[src/rtl/rst_seq_pkg.sv]
// Shared types and constants for the J68 reset sequencer.
package rst_seq_pkg;

   localparam int IDX_W      = 3;
   localparam int MAX_STAGES = 8;

   typedef logic [IDX_W-1:0] idx_t;

   typedef enum logic [2:0] {
      STRETCH = 3'd0,
      GAP     = 3'd1,
      WAIT    = 3'd2,
      RUN     = 3'd3,
      SOFT    = 3'd4
   } state_e;

endpackage

[src/rtl/rst_sync2.sv]
// Two-flop reset synchronizer: asserts asynchronously, deasserts on the second clock edge.
module rst_sync2 (
   input  logic clk,
   input  logic rst_in,
   output logic rst_out
);

   logic meta_q, sync_q;
   logic meta_d, sync_d;

   always_comb begin
      meta_d = 1'b0;
      sync_d = meta_q;
   end

   // NOTE: flops use non-blocking assignments so every register samples pre-edge values.
   always_ff @(posedge clk or posedge rst_in) begin
      if (rst_in) begin
         meta_q <= 1'b1;
         sync_q <= 1'b1;
      end else begin
         meta_q <= meta_d;
         sync_q <= sync_d;
      end
   end

   assign rst_out = sync_q;

endmodule

[src/rtl/rst_seq_100.sv]
// J68 100 MHz reset sequencer: power-on stretch, ordered per-stage release with
// ready/timeout handshakes, and a handshaked soft reset that skips the stretch.
module rst_seq_100
   import rst_seq_pkg::*;
#(
   parameter int N_STAGES  = 3,
   parameter int STRETCH_W = 13,
   parameter int GAP_CYC   = 16,
   parameter int TMO_W     = 16
) (
   input  logic                clk_100,
   input  logic                rst_100,
   input  logic                soft_req,
   output logic                soft_ack,
   input  logic [N_STAGES-1:0] stage_rdy,
   output logic [N_STAGES-1:0] rst_out,
   output logic                seq_done,
   output logic                tmo_err,
   output logic [2:0]          tmo_stage
);

   // The shared counter also holds the gap reload, so STRETCH_W must cover GAP_CYC.
   localparam logic [STRETCH_W-1:0] CNT_ONE  = STRETCH_W'(1);
   localparam logic [STRETCH_W-1:0] GAP_LOAD = STRETCH_W'(GAP_CYC);
   localparam logic [TMO_W-1:0]     TMO_LAST = ~TMO_W'(1);
   localparam idx_t                 LAST_IDX = idx_t'(N_STAGES - 1);
   localparam logic [N_STAGES-1:0]  BIT0     = N_STAGES'(1);

   logic rst_sync;

   state_e               state_q, state_d;
   idx_t                 idx_q, idx_d;
   logic [STRETCH_W-1:0] cnt_q, cnt_d;
   logic [TMO_W-1:0]     tmo_q, tmo_d;
   logic [N_STAGES-1:0]  rst_out_q, rst_out_d;
   logic                 soft_ack_q, soft_ack_d;
   logic                 tmo_err_q, tmo_err_d;
   idx_t                 tmo_stage_q, tmo_stage_d;

   logic [N_STAGES-1:0]  stage_mask;
   logic                 rdy_sel;
   logic                 tmo_hit;

   rst_sync2 u_rst_sync (
      .clk     (clk_100),
      .rst_in  (rst_100),
      .rst_out (rst_sync)
   );

   assign stage_mask = BIT0 << idx_q;
   assign rdy_sel    = |(stage_rdy & stage_mask);
   // The timeout fires on the cycle whose increment would reach the all-ones count.
   assign tmo_hit    = (tmo_q == TMO_LAST);

   always_ff @(posedge clk_100 or posedge rst_100) begin
      if (rst_100) begin
         state_q     <= STRETCH;
         idx_q       <= '0;
         cnt_q       <= '0;
         tmo_q       <= '0;
         rst_out_q   <= '1;
         soft_ack_q  <= 1'b0;
         tmo_err_q   <= 1'b0;
         tmo_stage_q <= '0;
      end else begin
         state_q     <= state_d;
         idx_q       <= idx_d;
         cnt_q       <= cnt_d;
         tmo_q       <= tmo_d;
         rst_out_q   <= rst_out_d;
         soft_ack_q  <= soft_ack_d;
         tmo_err_q   <= tmo_err_d;
         tmo_stage_q <= tmo_stage_d;
      end
   end

   always_comb begin
      // NOTE: every output of this block gets a default first, so no path infers a latch.
      state_d     = state_q;
      idx_d       = idx_q;
      cnt_d       = cnt_q;
      tmo_d       = '0;
      rst_out_d   = rst_out_q;
      soft_ack_d  = 1'b0;
      tmo_err_d   = tmo_err_q;
      tmo_stage_d = tmo_stage_q;

      if (rst_sync) begin
         state_d   = STRETCH;
         idx_d     = '0;
         cnt_d     = '0;
         rst_out_d = '1;
      end else begin
         case (state_q)
            STRETCH: begin
               // Counting down from zero wraps, so hitting one marks 2^STRETCH_W cycles.
               cnt_d = cnt_q - CNT_ONE;
               if (cnt_q == CNT_ONE) begin
                  state_d = GAP;
                  idx_d   = '0;
                  cnt_d   = GAP_LOAD;
               end
            end
            GAP: begin
               cnt_d = cnt_q - CNT_ONE;
               if (cnt_q == CNT_ONE) begin
                  rst_out_d = rst_out_q & ~stage_mask;
                  state_d   = WAIT;
               end
            end
            WAIT: begin
               tmo_d = tmo_q + TMO_W'(1);
               if (rdy_sel || tmo_hit) begin
                  if (!rdy_sel) begin
                     tmo_err_d   = 1'b1;
                     tmo_stage_d = idx_q;
                  end
                  tmo_d = '0;
                  if (idx_q == LAST_IDX) begin
                     state_d = RUN;
                  end else begin
                     idx_d   = idx_q + idx_t'(1);
                     state_d = GAP;
                     cnt_d   = GAP_LOAD;
                  end
               end
            end
            RUN: begin
               if (soft_req) begin
                  soft_ack_d = 1'b1;
                  rst_out_d  = '1;
                  state_d    = SOFT;
                  cnt_d      = GAP_LOAD;
               end
            end
            SOFT: begin
               cnt_d = cnt_q - CNT_ONE;
               if (cnt_q == CNT_ONE) begin
                  state_d = GAP;
                  idx_d   = '0;
                  cnt_d   = GAP_LOAD;
               end
            end
            default: begin
               state_d = STRETCH;
            end
         endcase
      end
   end

   always_comb begin
      seq_done  = (state_q == RUN);
      rst_out   = rst_out_q;
      soft_ack  = soft_ack_q;
      tmo_err   = tmo_err_q;
      tmo_stage = tmo_stage_q;
   end

endmodule

[config.mk]
export PLATFORM = sky130hd
export DESIGN_NAME = rst_seq_100
export DESIGN_NICKNAME = d
export VERILOG_FILES = /design/src/rtl/rst_seq_pkg.sv /design/src/rtl/rst_sync2.sv /design/src/rtl/rst_seq_100.sv
export SDC_FILE = /design/constraint.sdc
export NUM_CORES = 1
export LEC_CHECK = 0
export BUFFER_PORTS_ARGS = -buffer_cell sky130_fd_sc_hd__clkbuf_2
export CORE_UTILIZATION = 59
export CTS_BUF_LIST = sky130_fd_sc_hd__clkbuf_8
export DETAILED_ROUTE_END_ITERATION = 8
export PLACE_DENSITY = 0.78
export SYNTH_ARGS = -nofsm -noshare
export SYNTH_HDL_FRONTEND = slang
export SYNTH_SLANG_ARGS = --single-unit
[constraint.sdc]
create_clock -name clk_100 -period 5.6 [get_ports clk_100]
set_input_delay 0 -clock clk_100 [delete_from_list [all_inputs] [get_ports clk_100]]
set_output_delay 0 -clock clk_100 [all_outputs]
set_load 0.02 [all_outputs]
# Word level (Yosys, flattened, before mapping)
# Cells that the tools add are included.
# W data, S select, Z words.
[totals] input_bits=6 register_bits=45 wordCells=71
[op_classes] n_bitwise=5 n_eq_ne=12 n_reduce_logical=12 n_addsub=3 shifts=1 mux=28
[op_table] operator="$mux W13" n=5
[op_table] operator="$pmux W13 S4" n=1
[op_table] operator="$mux W16" n=3
[op_table] operator="$mux W3" n=12
[op_table] operator="$add A16 B1 Y16 const B" n=1
[op_table] operator="$eq A16 B16 Y1 const B" n=1
[op_table] operator="$reduce_and A4 Y1" n=4
[op_table] operator="$eq A13 B1 Y1 const B" n=1
[op_table] operator="$sub A13 B1 Y13 const B" n=1
[op_table] operator="$ne A3 B2 Y1 const B" n=4
[op_table] operator="$pmux W3 S2" n=2
[op_table] operator="$pmux W3 S4" n=1
[op_table] operator="$eq A3 B2 Y1 const B" n=3
[op_table] operator="$and A3 B3 Y3" n=2
[op_table] operator="$reduce_bool A3 Y1" n=2
[op_table] operator="$reduce_bool A5 Y1" n=1
[op_table] operator="$add A3 B1 Y3 const B" n=1
[op_table] operator="$eq A3 B1 Y1 const B" n=1
[op_table] operator="$eq A3 B3 Y1 const B" n=1
[op_table] operator="$logic_not A3 Y1" n=1
[op_table] operator="$mux W1" n=3
[op_table] operator="$ne A3 B1 Y1 const B" n=1
[op_table] operator="$not A3 Y3" n=1
[op_table] operator="$reduce_and A3 Y1" n=1
[op_table] operator="other kinds (6)" n=7

# Longest topological paths before layout
# Gate-level depths: netlist of the first run.
[logic_depth] depth_word=7 depth_mapped=8 ltp_nobuf=7

# Modules after synthesis
# A second synthesis of the first run with hierarchy kept.
[unflattened] cells_unflattened=242 area_unflattened_um2=2421.1
[by_module_without_submodules] mod="rst_seq_100" instances=1 area_per_inst_um2=2361.0 seq_area_each_um2=1079.8 cells_each=238
[by_module_without_submodules] mod="rst_sync2" instances=1 area_per_inst_um2=60.1 seq_area_each_um2=52.6 cells_each=4

# Least setup slack after synthesis of the first run
# No wires, ideal clock.
[synth_timing] kind="reg-to-reg" startpoint="register cnt_q[4]" endpoint="register cnt_q[11]" setup_time_ns=0.126 stages_incl_launch_ff=8 t_required_ns=5.474 arrival_time_ns=1.982 path_slack_ns=3.492 path_buffers=2 path_cell_list="dfrtp_1 or4_1 buf_6 nor4b_4 or3_1 buf_6 nor2_4 a221o_1"
[synth_via] elab_chain_cells=4 elab_cells_between_ends=5
[synth_rtl] element="from (decl)" line="rst_seq_100.sv:33" rtl="logic [STRETCH_W-1:0] cnt_q, cnt_d;"
[synth_rtl] element="from (signal assigned)" line="rst_seq_100.sv:68" rtl="cnt_q <= cnt_d;"
[synth_rtl] element="$sub A13 B1 Y13 / $eq A13 B1 Y1 (equally long branches)"
[synth_rtl] element="$mux W13" line="rst_seq_100.sv:98, rst_seq_100.sv:138"
[synth_rtl] element="$pmux W13 S4 *" line="rst_seq_100.sv:94" rtl="case (state_q)"
[synth_rtl] element="$mux W13 *" line="rst_seq_100.sv:88" rtl="if (rst_sync) begin"
# Every way passes the cells marked *; elsewhere a longest branch is shown, timed or not.
# A chain may end at the register's enable or synchronous reset.

# Final worst setup path of the first run
[layout_timing] startpoint="register cnt_q[4]" endpoint="register cnt_q[10]"
# The elaborated chain is that of the path after synthesis.

==> results of run 1 <==
[routing by layer]
metal	part of all wire	routed length, µm
met5	0	0
met4	0.013	59
met3	0.050	233
met2	0.48	2220
met1	0.46	2110
[cell type report]
type	instances	area share
Clock buffer	7	0.0371
Inverter	18	0.0260
Sequential cell	45	0.436
Tap cell	48	0.0231
Clock inverter	1	0.00193
Timing Repair Buffer	16	0.0338
Multi-Input combinational cell	173	0.442
[layout by cell type, fill, tap and decap left out, drive strengths merged, types with 5 or more instances in the layout]
master	count
nor4	6
o21ai	15
nand2	12
nand4	7
a21oi	9
ha	8
clkbuf	21
nor3	9
nand3	11
dfrtp	40
or3	6
inv	17
xor2	10
dfstp	5
nor2	30
[metrics by stage]
stage | total power [W] | setup WS [ps]
after floorplan | 0.000773 | 3490
final | 0.00106 | 3160
after global routing | 0.00114 | 2960
after global placement | 0.000827 | 3210
after detailed placement | 0.000839 | 3170
after CTS | 0.00106 | 3160
[path summary, 6_finish.rpt]
| kind | from | endpoint | slack [ps] | cells past startpoint |
|---|---|---|---|---|
| worst max register to register | cnt_q[4] | cnt_q[10] | 3160 | 5 |
| worst min-delay path | soft_req | soft_ack | 40 | 2 |
| min in group asynchronous | rst_100 | tmo_q[7] | 370 | 4 |
| worst max-delay path | cnt_q[4] | cnt_q[10] | 3160 | 5 |
| max in group asynchronous | rst_100 | u_rst_sync.rst_out | 4840 | 4 |
| worst min register to register | u_rst_sync.meta_q | u_rst_sync.rst_out | 370 | 0 |
[synthesized netlist by cell type (2+ instances only)]
master | n | area, µm²
o32ai_1 | 3 | 26.3
nand2b_1 | 3 | 18.8
dfrtp_1 | 40 | 1000
or4_1 | 4 | 30.0
nor3b_1 | 2 | 15.0
nand3_1 | 11 | 55.1
inv_1 | 18 | 67.6
nor3_1 | 9 | 45.0
nand4_1 | 6 | 37.5
a221o_1 | 3 | 30.0
and2_1 | 2 | 12.5
o21ai_0 | 12 | 60.1
xnor2_1 | 3 | 26.3
dfstp_2 | 5 | 131
nand2_1 | 12 | 45.0
nor4_1 | 5 | 31.3
a21oi_1 | 9 | 45.0
nor2b_1 | 3 | 18.8
o21ai_1 | 3 | 15.0
mux2_2 | 3 | 33.8
or2_2 | 2 | 12.5
or3_1 | 6 | 37.5
buf_6 | 2 | 22.5
buf_2 | 2 | 10.0
clkbuf_1 | 6 | 22.5
nor2_1 | 29 | 109
xor2_1 | 10 | 87.6
ha_1 | 8 | 100
[timing repair]
| item | 4_1_cts | 5_1_grt |
|---|---|---|
| hold buffers | 1 | 0 |
| hold endpoints to repair | 40 | 0 |
| gates resized for setup | 0 | 0 |
[sequential cells by signal (all words and copies together), names as in the netlist]
| name | cells |
|---|---|
| rst_out | 3 |
| tmo_err | 1 |
| tmo_q | 16 |
| soft_ack | 1 |
| cnt_q | 13 |
| state_q | 3 |
| u_rst_sync.rst_out | 1 |
| u_rst_sync.meta_q | 1 |
| idx_q | 3 |
| tmo_stage | 3 |
[worst reg2reg max path: stages (launching register included)]
cell	delay [ps]
dfrtp_1	440
or4_1	750
nor4b_4	400
or3_1	350
nor2_4	70
a221o_1	310
[power breakdown]
| group | switching (W) | internal (W) | total, W |
|---|---|---|---|
| clock network | 0.000108 | 0.000112 | 0.000219 |
| logic | 0.000241 | 0.000156 | 0.000397 |
| registers | 0.0000578 | 0.000384 | 0.000442 |
[cell families (layout without fill, tap and decap cells)]
group	after synthesis	count (layout)	synth area share
multiplexers	4	4	0.0188
buffers and inverters	28	42	0.0511
AND/OR/NAND/NOR	102	102	0.237
adder cells (fa/ha/maj)	8	8	0.0417
XOR/XNOR	13	13	0.0474
AO/OA/AOI/OAI	45	45	0.131
flip-flops	45	45	0.472
other	1	1	0.00156
==> flow_metrics.env, run 1 <==
export IMPL_grt_use_met3=0.0431
export IMPL_ys_flop_type="dfrtp_1"
export IMPL_crit_type="register to register"
export IMPL_drive_above_1_share=0.154
export IMPL_antennaDiodeCount=0
export IMPL_hold_viol_final=0
export IMPL_n_fill_cell=287
export IMPL_synth_seq_area_share=0.472
export IMPL_fin_nets=273
export IMPL_drv_slew=0
export IMPL_antenna_left=0
export IMPL_cp_end_kind="register"
export IMPL_dp_hpwl_um=3150
export IMPL_slowest_stage="or4_1"
export IMPL_die_x_um=65.8
export IMPL_grt_pass1_wl_um=8070
export IMPL_die_y_um=65.8
export IMPL_yosysWarningCount=0
export IMPL_clockBufferDepth=2
export IMPL_max_stage_delay_ps=750
export IMPL_fp_row_count=22
export IMPL_place_inst=299
export IMPL_status="complete, no violations"
export IMPL_fin_area_um2=2590
export IMPL_synth_edf_count=0
export IMPL_track_usage=0.246
export IMPL_drtIter0Drc=205
export IMPL_timing_final_crit_share=0.436
export IMPL_multi_input_area_um2=1150
export IMPL_grt_remaining_overflow=0
export IMPL_initial_core_util=0.637
export IMPL_gr_max_usage_layer="met2"
export IMPL_cts_max_level=2
export IMPL_antenna_found_initial=0
export IMPL_avgViaCountPerCell=6.07
export IMPL_place_gp_congestion=0.851
export IMPL_path_buf_inv=0
export IMPL_wl_per_cell_um=15.0
export IMPL_met1_usage=0.324
export IMPL_synth_area_um2=2400
export IMPL_rsz0062_at_grt="false"
export IMPL_finalCriticalPeriod_ps=2440
export IMPL_drc=0
export IMPL_p_per_area_nw_per_um2=408
export IMPL_final_cells=308
export IMPL_placed_cell_area_um2=2480
export IMPL_avgSynthCellArea_um2=9.76
export IMPL_crit_family="simple AND/OR/NAND/NOR gates"
export IMPL_hp_class="input port to register"
export IMPL_dr_pass1_iters=4
export IMPL_grt_use_met2=0.411
export IMPL_max_cap_violations=0
export IMPL_tightest_slew_ps=777
export IMPL_cts_sinks=45
export IMPL_utilization=0.688
export IMPL_root_buffer="clkbuf_8"
export IMPL_dieArea_um2=4330
export IMPL_syn_nets=260
export IMPL_cts_tree="done"
export IMPL_timing_hold_ws_ps=42.3
export IMPL_slew_headroom=0.478
export IMPL_p_leak_nw=1.13
export IMPL_worstPathCellList="or4_1 -> nor4b_4 -> or3_1 -> nor2_4 -> a221o_1"
export IMPL_grt_start_max_net_pins=46
export IMPL_core_area_um2=3770
export IMPL_ios=15
export IMPL_cp_arrival_ps=2630
export IMPL_area_growth_pct=8.08
export IMPL_crit_fanout=10
export IMPL_finalSetupViolCount=0
export IMPL_tns_ps=0
export IMPL_ff_latch_area_um2=1130
export IMPL_peakVddDrop_v=0.000289
export IMPL_fin_skew_ps=6.45
export IMPL_synthCells=246
export IMPL_max_freq_mhz=409
export IMPL_cts_made_buffers=5
export IMPL_grt_pass1_vias=1766
export IMPL_clkTransAtPathRegs_ps=80
export IMPL_wirelength_um=4630
export IMPL_ys_ff_latch=45
export IMPL_num_vias=1871
export IMPL_cts_setup_buffers=0
export IMPL_numPortBuffers=14
export IMPL_ys_types=53
export IMPL_start_kind="register"
export IMPL_synthArstFlopShare=1.00
export IMPL_clk_latency_ps=300
export IMPL_worst_ep_required_time_ps=5780
Note: power is estimated with default switching activity, not from simulation.
==> run 2, diff against run 1 <==
==> constraint.sdc (replaced) <==
create_clock -name clk_100 -period 2.3 [get_ports clk_100]
set_input_delay 0 -clock clk_100 [delete_from_list [all_inputs] [get_ports clk_100]]
set_output_delay 0 -clock clk_100 [all_outputs]
set_load 0.02 [all_outputs]
==> run 2 against run 1 <==
Compared with the run above: maximum frequency grew 11%; design area grew 6.7%; flip-flop and latch count is the same; critical path depth grew 1; critical path type unchanged; critical endpoint is now cnt_q[11]; core utilization grew 4.6 points; via count grew 3.5%; wire length grew 8.2%; die area is the same.
==> flow_metrics.env, run 2 (same netlist as run 1, synthesis figures left out) <==
export IMPL_status="complete, no violations"
export IMPL_drive_above_1_share=0.227
export IMPL_antenna_found_initial=0
export IMPL_finalCriticalPeriod_ps=2210
export IMPL_tns_ps=0
export IMPL_ios=15
export IMPL_clockBufferDepth=2
export IMPL_drv_slew=0
export IMPL_most_common_layout_cells="dfrtp_1 (40), nor2_1 (29), buf_4 (19), inv_1 (18), clkbuf_2 (14)"
export IMPL_wl_met2_um=2450
export IMPL_final_common_cell="dfrtp_1"
export IMPL_worst_ep_required_time_ps=2470
export IMPL_dp_hpwl_um=3670
export IMPL_setup_worst_path_start="cnt_q[9]"
export IMPL_hold_viol_final=0
export IMPL_cp_end_kind="register"
export IMPL_m1WireLength_um=2290
export IMPL_grt_start_max_net_pins=27
export IMPL_max_cap_violations=0
export IMPL_antennaDiodeCount=0
export IMPL_crit_fanout=6
export IMPL_utilization=0.734
export IMPL_num_vias=1937
export IMPL_numPortBuffers=14
export IMPL_p_per_area_nw_per_um2=1020
export IMPL_wl_per_cell_um=15.4
export IMPL_antenna_left=0
export IMPL_wirelength_um=5010
export IMPL_max_freq_mhz=453
export IMPL_start_kind="register"
export IMPL_reg2reg_depth=6
export IMPL_crit_type="register to register"
export IMPL_regMostFlops="tmo_q"
export IMPL_grt_pass1_wl_um=8490
export IMPL_cts_sinks=45
export IMPL_n_fill_cell=281
export IMPL_cp_arrival_ps=2380
export IMPL_fin_skew_ps=8.90
export IMPL_r2r_start="cnt_q[9]"
export IMPL_largest_reg_flops=16
export IMPL_dr_pass1_iters=4
export IMPL_reg_largest_list="tmo_q x16, cnt_q x13"
export IMPL_dieArea_um2=4330
export IMPL_p_leak_nw=1.23
export IMPL_grt_pass1_vias=1870
export IMPL_die_x_um=65.8
export IMPL_fp_row_count=22
export IMPL_endpoint="cnt_q[11]"
export IMPL_peakVddDrop_v=0.000648
export IMPL_track_usage=0.260
export IMPL_core_area_um2=3770
export IMPL_fin_nets=291
export IMPL_place_gp_congestion=0.917
export IMPL_root_buffer="clkbuf_8"
export IMPL_clk_latency_ps=290
export IMPL_initial_core_util=0.637
export IMPL_r2r_setup_slack_ps=90
export IMPL_tightest_slew_ps=943
export IMPL_hp_class="input port to register"
export IMPL_slew_headroom=0.367
export IMPL_drtIter0Drc=138
export IMPL_avgViaCountPerCell=5.94
export IMPL_area_growth_pct=15.3
export IMPL_grt_remaining_overflow=0
export IMPL_highest_layer="met4"
export IMPL_cts_tree="done"
export IMPL_rsz0062_at_grt="false"
export IMPL_drc=0
export IMPL_die_y_um=65.8
export IMPL_finalSetupViolCount=0
export IMPL_reg2reg_to="cnt_q[11]"
export IMPL_clkTransAtPathRegs_ps=80
export IMPL_timing_final_crit_share=0.960
export IMPL_cts_made_buffers=5
export IMPL_cts_max_level=2
export IMPL_wl_met3_um=214
[run 2: area by class of cell]
type | instances | area [µm²] | share of cell area
repair buffers | 34 | 223 | 0.0805
clock inverters | 3 | 42.5 | 0.0154
clock buffers | 5 | 68.8 | 0.0249
inverters | 18 | 67.6 | 0.0244
flip-flops and latches | 45 | 1130 | 0.409
multi-input cells | 173 | 1170 | 0.424
well taps | 48 | 60.1 | 0.0217
[run 2: layer usage]
layer  up-vias  global-route usage
met2        58               0.425
met5         -                   0
met1       935               0.346
li1        937                   -
met4         0              0.0842
met3         7              0.0500
[run 2: power by group]
group / internal, W / switching [W] / total, W
combinational: 0.000516 / 0.000687 / 0.00120
clock: 0.000322 / 0.000263 / 0.000585
sequential: 0.000936 / 0.000111 / 0.00105
[run 2: worst min path at each step]
stage | slack, ps | end | cells past startpoint | start
6_report | 30 | rst_out[2] | 3 | soft_req
5_1_grt | 40 | rst_out[0] | 3 | soft_req
4_1_cts | 20 | rst_out[2] | 3 | soft_req
3_5_place_dp | 110 | tmo_q[4] | 2 | rst_100
3_3_place_gp | 100 | tmo_q[4] | 2 | rst_100
2_1_floorplan | 160 | rst_out[0] | 2 | soft_req
[run 2: worst max-delay path, stage by stage (launching register included)]
cell     delay, ps
dfrtp_1        420
or4_1          670
nor4b_4        350
nor3_1         100
buf_4          180
o311a_1        120
a221o_1        250
[run 2: per-stage QoR]
| step | power, W | instance area (µm²) | hold slack [ps] | setup slack (ps) | std cells |
|---|---|---|---|---|---|
| CTS | 0.00278 | 2730 | 15.6 | 3.72 | 325 |
| global placement | 0.00214 | 2610 | 100 | 76.2 | 316 |
| detailed placement | 0.00219 | 2610 | 111 | 20.3 | 316 |
| floorplan | 0.00188 | 2400 | 158 | 192 | 246 |
| finish | 0.00283 | 2770 | 26.6 | 92.3 | 326 |
| global route | 0.00300 | 2770 | 40.6 | 27.7 | 326 |
[run 2: repair_timing]
item	CTS	global route
hold buffers	1	0
endpoints found under the setup margin	0	9
buffers inserted	0	1
endpoints found under the hold margin	22	0
resized for setup	0	6
